`src/rtl/div_share_pkg.sv`:
```
// Shared state encoding and constants for the divider-sharing arbiter.
package div_share_pkg;

    localparam int DIV_LATENCY_DEF = 102;

    // Results returned for divide-by-zero, chosen by the sign of the dividend.
    localparam logic [63:0] Q_POS_SAT = 64'h7FFF_FFFF_FFFF_FFFF;
    localparam logic [63:0] Q_NEG_SAT = 64'h8000_0000_0000_0001;

    typedef enum logic [2:0] {
        ST_DRAIN = 3'd0,
        ST_IDLE  = 3'd1,
        ST_ISSUE = 3'd2,
        ST_WAIT  = 3'd3,
        ST_DONE  = 3'd4,
        ST_BYP   = 3'd5
    } state_e;

endpackage

```
`src/rtl/div_share_arbiter_rr_pick.sv`:
```
// Round-robin priority picker: first set request at or after ptr, wrapping.
module div_share_arbiter_rr_pick
    import div_share_pkg::*;
#(
    parameter int NREQ = 4,
    parameter int IDW  = $clog2(NREQ)
) (
    input  logic [NREQ-1:0] req,
    input  logic [IDW-1:0]  ptr,
    output logic [NREQ-1:0] gnt,
    output logic [IDW-1:0]  idx,
    output logic            any
);

    localparam logic [NREQ-1:0] ONE_HOT0 = {{(NREQ-1){1'b0}}, 1'b1};
    localparam logic [IDW:0]    NREQ_W   = (IDW+1)'(NREQ);

    logic [2*NREQ-1:0] rot_s;
    logic [IDW:0]      sum_s;
    logic              hit_s;

    // Rotate so bit 0 is the pointer position, then take the lowest set bit.
    always_comb begin
        rot_s = {req, req} >> ptr;
        hit_s = 1'b0;
        sum_s = '0;
        idx   = '0;
        for (int k = 0; k < NREQ; k++) begin
            if (!hit_s && rot_s[k]) begin
                hit_s = 1'b1;
                sum_s = {1'b0, ptr} + (IDW+1)'(k);
                idx   = (sum_s >= NREQ_W) ? IDW'(sum_s - NREQ_W) : IDW'(sum_s);
            end else begin
                hit_s = hit_s;
            end
        end
        gnt = hit_s ? (ONE_HOT0 << idx) : '0;
    end

    assign any = |req;

endmodule

```
`src/rtl/div_share_arbiter.sv`:
```
// Shares one fixed-latency signed divider between NREQ requesters, round-robin.
module div_share_arbiter
    import div_share_pkg::*;
#(
    parameter int NREQ        = 4,
    parameter int DW          = 64,
    parameter int DIV_LATENCY = DIV_LATENCY_DEF,
    parameter int IDW         = $clog2(NREQ)
) (
    input  logic                clk,
    input  logic                rst,
    input  logic [NREQ-1:0]     req_valid,
    output logic [NREQ-1:0]     req_ready,
    input  logic [NREQ*DW-1:0]  req_x,
    input  logic [NREQ*DW-1:0]  req_y,
    output logic [NREQ-1:0]     rsp_valid,
    output logic [DW-1:0]       rsp_q,
    output logic                rsp_dbz,
    output logic [IDW-1:0]      rsp_id,
    output logic                busy,
    output logic [DW-1:0]       div_x,
    output logic [DW-1:0]       div_y,
    output logic                div_start,
    input  logic [DW-1:0]       div_q
);

    localparam int              CW        = $clog2(DIV_LATENCY + 2);
    localparam logic [CW-1:0]   CNT_DRAIN = CW'(DIV_LATENCY + 1);
    localparam logic [CW-1:0]   CNT_WAIT  = CW'(DIV_LATENCY - 1);
    localparam logic [CW-1:0]   CNT_ONE   = CW'(1);
    localparam logic [DW-1:0]   POS_SAT   = (DW == 64) ? DW'(Q_POS_SAT) : {1'b0, {(DW-1){1'b1}}};
    localparam logic [DW-1:0]   NEG_SAT   = (DW == 64) ? DW'(Q_NEG_SAT) : {1'b1, {(DW-2){1'b0}}, 1'b1};
    localparam logic [IDW-1:0]  LAST_IDX  = IDW'(NREQ - 1);
    localparam logic [NREQ-1:0] ONE_HOT0  = {{(NREQ-1){1'b0}}, 1'b1};

    state_e          st_r, st_nxt_s;
    logic [CW-1:0]   cnt_r;
    logic [IDW-1:0]  ptr_r, id_r, win_s;
    logic [NREQ-1:0] gnt_s;
    logic            any_s, accept_s, dbz_s, bypass_s;
    logic [DW-1:0]   sel_x_s, sel_y_s;
    logic            div_start_r, rsp_dbz_r, busy_r;
    logic [DW-1:0]   div_x_r, div_y_r, rsp_q_r;
    logic [NREQ-1:0] rsp_valid_r;
    logic [IDW-1:0]  rsp_id_r;

    div_share_arbiter_rr_pick #(.NREQ(NREQ), .IDW(IDW)) u_pick (
        .req (req_valid),
        .ptr (ptr_r),
        .gnt (gnt_s),
        .idx (win_s),
        .any (any_s)
    );

    // Operand mux for the current winner (gnt_s is one-hot or zero).
    always_comb begin
        sel_x_s = '0;
        sel_y_s = '0;
        for (int i = 0; i < NREQ; i++) begin
            sel_x_s = sel_x_s | (req_x[i*DW +: DW] & {DW{gnt_s[i]}});
            sel_y_s = sel_y_s | (req_y[i*DW +: DW] & {DW{gnt_s[i]}});
        end
    end

    assign accept_s = (st_r == ST_IDLE) && any_s;
    assign dbz_s    = (sel_y_s == '0);
    assign bypass_s = dbz_s || (sel_x_s == '0);

    // Next-state selection.
    always_comb begin
        st_nxt_s = st_r;
        case (st_r)
            ST_DRAIN: begin
                if (cnt_r <= CNT_ONE) st_nxt_s = ST_IDLE;
                else                  st_nxt_s = ST_DRAIN;
            end
            ST_IDLE: begin
                if (!accept_s)     st_nxt_s = ST_IDLE;
                else if (bypass_s) st_nxt_s = ST_BYP;
                else               st_nxt_s = ST_ISSUE;
            end
            ST_ISSUE: st_nxt_s = ST_WAIT;
            ST_WAIT: begin
                if (cnt_r <= CNT_ONE) st_nxt_s = ST_DONE;
                else                  st_nxt_s = ST_WAIT;
            end
            ST_DONE:  st_nxt_s = ST_IDLE;
            ST_BYP:   st_nxt_s = ST_IDLE;
            default:  st_nxt_s = ST_DRAIN;
        endcase
    end

    // State, latency counter, core operands and response registers.
    always_ff @(posedge clk) begin
        if (rst) begin
            st_r        <= ST_DRAIN;
            cnt_r       <= CNT_DRAIN;
            ptr_r       <= '0;
            id_r        <= '0;
            busy_r      <= 1'b1;
            div_start_r <= 1'b0;
            div_x_r     <= '0;
            div_y_r     <= '0;
            rsp_valid_r <= '0;
            rsp_q_r     <= '0;
            rsp_dbz_r   <= 1'b0;
            rsp_id_r    <= '0;
        end else begin
            st_r        <= st_nxt_s;
            busy_r      <= (st_nxt_s != ST_IDLE);
            div_start_r <= 1'b0;
            rsp_valid_r <= '0;
            case (st_r)
                ST_DRAIN: begin
                    cnt_r <= (cnt_r != '0) ? cnt_r - CNT_ONE : cnt_r;
                end
                ST_IDLE: begin
                    if (accept_s) begin
                        id_r  <= win_s;
                        ptr_r <= (win_s == LAST_IDX) ? '0 : win_s + IDW'(1);
                        if (bypass_s) begin
                            rsp_valid_r <= gnt_s;
                            rsp_id_r    <= win_s;
                            rsp_dbz_r   <= dbz_s;
                            rsp_q_r     <= dbz_s ? (sel_x_s[DW-1] ? NEG_SAT : POS_SAT) : '0;
                        end else begin
                            div_start_r <= 1'b1;
                            div_x_r     <= sel_x_s;
                            div_y_r     <= sel_y_s;
                        end
                    end else begin
                        ptr_r <= ptr_r;
                    end
                end
                ST_ISSUE: begin
                    cnt_r <= CNT_WAIT;
                end
                ST_WAIT: begin
                    cnt_r <= (cnt_r != '0) ? cnt_r - CNT_ONE : cnt_r;
                    if (cnt_r <= CNT_ONE) begin
                        rsp_valid_r <= ONE_HOT0 << id_r;
                        rsp_id_r    <= id_r;
                        rsp_dbz_r   <= 1'b0;
                    end else begin
                        rsp_valid_r <= '0;
                    end
                end
                ST_DONE: begin
                    rsp_q_r <= div_q;
                end
                default: begin
                    cnt_r <= cnt_r;
                end
            endcase
        end
    end

    // The core quotient only becomes valid in the DONE cycle itself, so it is forwarded there.
    assign rsp_q     = (st_r == ST_DONE) ? div_q : rsp_q_r;
    assign req_ready = (st_r == ST_IDLE) ? gnt_s : '0;
    assign rsp_valid = rsp_valid_r;
    assign rsp_dbz   = rsp_dbz_r;
    assign rsp_id    = rsp_id_r;
    assign busy      = busy_r;
    assign div_x     = div_x_r;
    assign div_y     = div_y_r;
    assign div_start = div_start_r;

endmodule
```
`config.mk`:
```
export PLATFORM = sky130hd
export DESIGN_NAME = div_share_arbiter
export DESIGN_NICKNAME = d
export VERILOG_FILES = /design/src/rtl/div_share_pkg.sv /design/src/rtl/div_share_arbiter_rr_pick.sv /design/src/rtl/div_share_arbiter.sv
export SDC_FILE = /design/constraint.sdc
export NUM_CORES = 1
export LEC_CHECK = 0
export CORE_AREA = 2 2 307 309
export CTS_CLUSTER_DIAMETER = 100
export DETAILED_ROUTE_END_ITERATION = 8
export DIE_AREA = 0 0 309 311
export PLACE_DENSITY = 0.35
export REMOVE_ABC_BUFFERS = 1
export SLEW_MARGIN = 10
export SYNTH_ARGS = -nofsm -noshare
export SYNTH_HDL_FRONTEND = slang
export SYNTH_HIERARCHICAL = 1
export SYNTH_SLANG_ARGS = --single-unit
export TNS_END_PERCENT = 5
```
`constraint.sdc`:
```
create_clock -name clk -period 7.8 [get_ports clk]
set_input_delay 0.78 -clock clk [delete_from_list [all_inputs] [get_ports clk]]
set_output_delay 0.78 -clock clk [all_outputs]
set_load 0.01 [all_outputs]
```
==> results by group <==
STA
  – Worst Skew: 13.46 ps
  – Final Slew Violations: 0
  – Final Hold Viols: 0
  – Max frequency: 165.7 MHz
  – Crit path time final: 6035 ps
  – Unrepaired setup endpoints after global routing: no
  – # setup viols final: 0
  – Final setup margin: 1765 ps
  – Fin crit share: 0.7738
  – Slew margin rel.: 0.1975
  – Actual slew at the worst max-slew pin: 1204 ps

Logic synthesis
  – Prevailing post-synth register cell: dfxtp_1
  – Yosys reg bits: 215
  – Mapped Cells: 1326
  – Synth area leader: dfxtp_1
  – Number of distinct library cells after synthesis: 56
  – Top-area cell type share of the netlist area: 0.3687
  – Largest cells by area after synthesis: dfxtp_1 (37%), a221oi_1 (8.8%), a22o_1 (8.4%)
  – Sequential-to-total area share from yosys stat: 0.3687
  – Netlist Area Pre-Place: 11670 um2
  – Share of synthesized flip-flops with an asynchronous set or reset: 0
  – Synth Warn #: 6
  – Post-synth EDFFs: 0
  – Syn_area_per_cell: 8.804 um2

Finish
  – Register area: 4304 um2
  – Multi-input logic area: 6380 um2
  – Layout area overhead: 87.30%
  – Ratio of cells with drive above 1 in the final layout: 0.08176
  – Fin nets: 2628
  – Fillers: 10.10k
  – Filler-free cell count of the finished design: 3339
  – Finished Cell Area: 21860 um2

Floorplanning
  – IO Count: 787
  – Standard-cell rows: 112
  – Initial core utilization: 0.1258
  – Die ar.: 96100 um2
  – DIE WIDTH: 309 um
  – Core area: 92770 um2
  – DIE HEIGHT: 311 um

Worst setup path
  – Critical path class: in -> reg
  – Worst Path Required: 8150 ps
  – CP Cell Sequence: clkdlybuf4s50_1 > nand2b_1 > a311oi_1 > nor2_4 > buf_4 > a22o_1 > a221oi_1 > nand4_1 > nor4_1 > buf_4 > and4_1 > nor2_1 > a21oi_4 > buf_12 > a221oi_2
  – Worst path arrival time: 6390 ps
  – Crit start category: input pin
  – Crit-path max cell delay: 930 ps
  – Crit Path Max Fanout: 32
  – Cell mode on critical path: buf_4
  – CP max-delay cell: a221oi_1
  – CP Capture Type: flip-flop

Clock network
  – Post-CTS setup buffers: 0
  – CTS HTree Levels: 2
  – CTS Hold Bufs: 0
  – Num Clock Sinks: 215
  – Clock root cell: clkbuf_16
  – Max Buffers Root-to-Sink: 3
  – TritonCTS buffer count: 34
  – CTS clk-pin slew, worst paths: 50 ps
  – Worst-skew pair later-pin latency: 530 ps
  – CTS tree: built
  – Post_cts resized: 0

Flow run
  – Max_cap viols: 0

Global route
  – GRT Util Overall: 0.1518
  – Final global-route overflow total: 0
  – Initial antenna violation count: 36
  – Global-route wire length before repair: 106.3 mm
  – Largest net degree at the start of global routing: 166
  – Vias in the first global route: 14.70k

Run status
  – Status: finished clean

Place
  – Placed Instance Area: 20710 um2
  – Post-Place Setup Slack: 1038 ps
  – Routability congestion estimate from global placement: 0.8312
  – Hpwl dp: 60.43 mm
  – Inst Count DP: 3261
  – Port-buffer cells: 786

Hold path
  – Hold Crit Class: reg -> reg

Power and ir drop
  – Leakage: 7.019 nW
  – Peak supply drop: 0.0001480 V
  – Ratio of total power to cell area: 279.4 nW/um2

Drt
  – Post-DRT Antenna Nets: 0
  – Vias per cell: 4.161
  – Wire length per cell: 22.85 um
  – Drt drc: 0
  – Final WL: 76.31 mm
  – Initial DRC count: 554
  – Vias: 13.90k
  – Drt pass-1 iters: 5
[power breakdown]
group	internal (mW)	switching (mW)
Clock	0.946	0.583
Sequential	1.43	0.186
Combinational	1.41	1.55
Total	3.79	2.32
[metrics by stage]
step | hold WS [ps] | total power [mW] | utilization | TNS, ps
finish | 465.4 | 6.110 | 0.2357 | 0
global placement | 457.0 | 4.645 | 0.2233 | 0
CTS | 469.1 | 6.253 | 0.2352 | 0
detailed placement | 459.3 | 4.651 | 0.2233 | 0
floorplan | 438.9 | 3.107 | - | -1629330
global route | 473.8 | 6.529 | 0.2356 | 0
[critical path: cells and delay by family]
| kind | cells | cell delay (ps) |
|---|---|---|
| AOI/OAI and AO/OA | 5 | 2350 |
| buffers and inverters | 4 | 1490 |
| and+or+nand+nor | 6 | 1680 |
[synth_stat cells, drive strengths merged (5+ instances only)]
cell      n
dfxtp   215
a221oi  176
nor2    159
a211oi  114
a22o    112
nand2   103
buf      87
inv      73
o21ai    67
clkbuf   53
a22oi    33
nand4    28
a311oi   17
a21oi    16
nor4      9
nor3      7
or4       6
nand2b    5
nor2b     5
[cells by family (layout without fill, tap and decap cells)]
family | after synthesis | count (layout) | synth area share
AO/OA/AOI/OAI | 551 | 551 | 0.4073
XOR/XNOR | 4 | 4 | 0.003002
adder cells (fa/ha/maj) | 3 | 3 | 0.003216
buffers and inverters | 213 | 954 | 0.08939
flip-flops | 215 | 215 | 0.3687
multiplexers | 4 | 4 | 0.003644
other | 0 | 18 | 0
AND/OR/NAND/NOR | 336 | 336 | 0.1248
[cell usage in the layout (no fill, tap or decap), types with 3 or more instances in the layout]
master	count
nor4_1	9
a22o_1	112
nor2_1	158
buf_12	4
a211oi_1	112
clkdlybuf4s50_1	785
xor2_1	3
clkbuf_1	11
a22oi_2	7
diode_2	18
a22oi_1	26
ha_1	3
a21oi_1	14
or4_1	6
clkbuf_16	37
nand2_1	103
a221oi_1	117
inv_1	73
nor3_1	6
dfxtp_1	215
o21ai_0	65
nand4_1	28
clkbuf_8	5
a221oi_2	59
nand2b_1	4
clkinv_2	3
nand3_1	4
a311oi_1	17
nor2b_1	4
buf_4	31
o21a_1	3
[state kept, by name, indices dropped and copies added (netlist names)]
register / count
id_r: 2
rsp_q_r: 64
cnt_r: 7
ptr_r: 2
rsp_id: 2
busy: 1
st_r: 3
rsp_dbz: 1
rsp_valid: 4
div_x: 64
div_y: 64
div_start: 1
[layout make-up]
type	instances	area share
Antenna cell	18	0.002060
Clock buffer	53	0.04738
Clock inverter	7	0.003262
Inverter	73	0.01253
Multi-Input combinational cell	898	0.2918
Sequential cell	215	0.1969
Tap cell	1254	0.07176
Timing Repair Buffer	821	0.3744
[final timing paths]
kind	startpoint	to	slack (ps)	depth (start not counted)
max	req_valid[2]	rsp_q_r[46]$_SDFFE_PP0P_	1760	15
min	rsp_q_r[36]$_SDFFE_PP0P_	rsp_q_r[36]$_SDFFE_PP0P_	470	2
max reg2reg	ptr_r[1]$_SDFFE_PP0P_	rsp_q_r[46]$_SDFFE_PP0P_	2150	14
min reg2reg	rsp_q_r[36]$_SDFFE_PP0P_	rsp_q_r[36]$_SDFFE_PP0P_	470	2
[per-layer routing]
layer  GRT usage  vias up  part of all wire
met3     0.06266      113             0.098
li1            -     6616                 -
met2      0.2751      587              0.52
met4     0.05880       26             0.024
met5           0        -            0.0022
met1      0.1531     6553              0.36
Note: power is estimated with default switching activity, not from simulation.
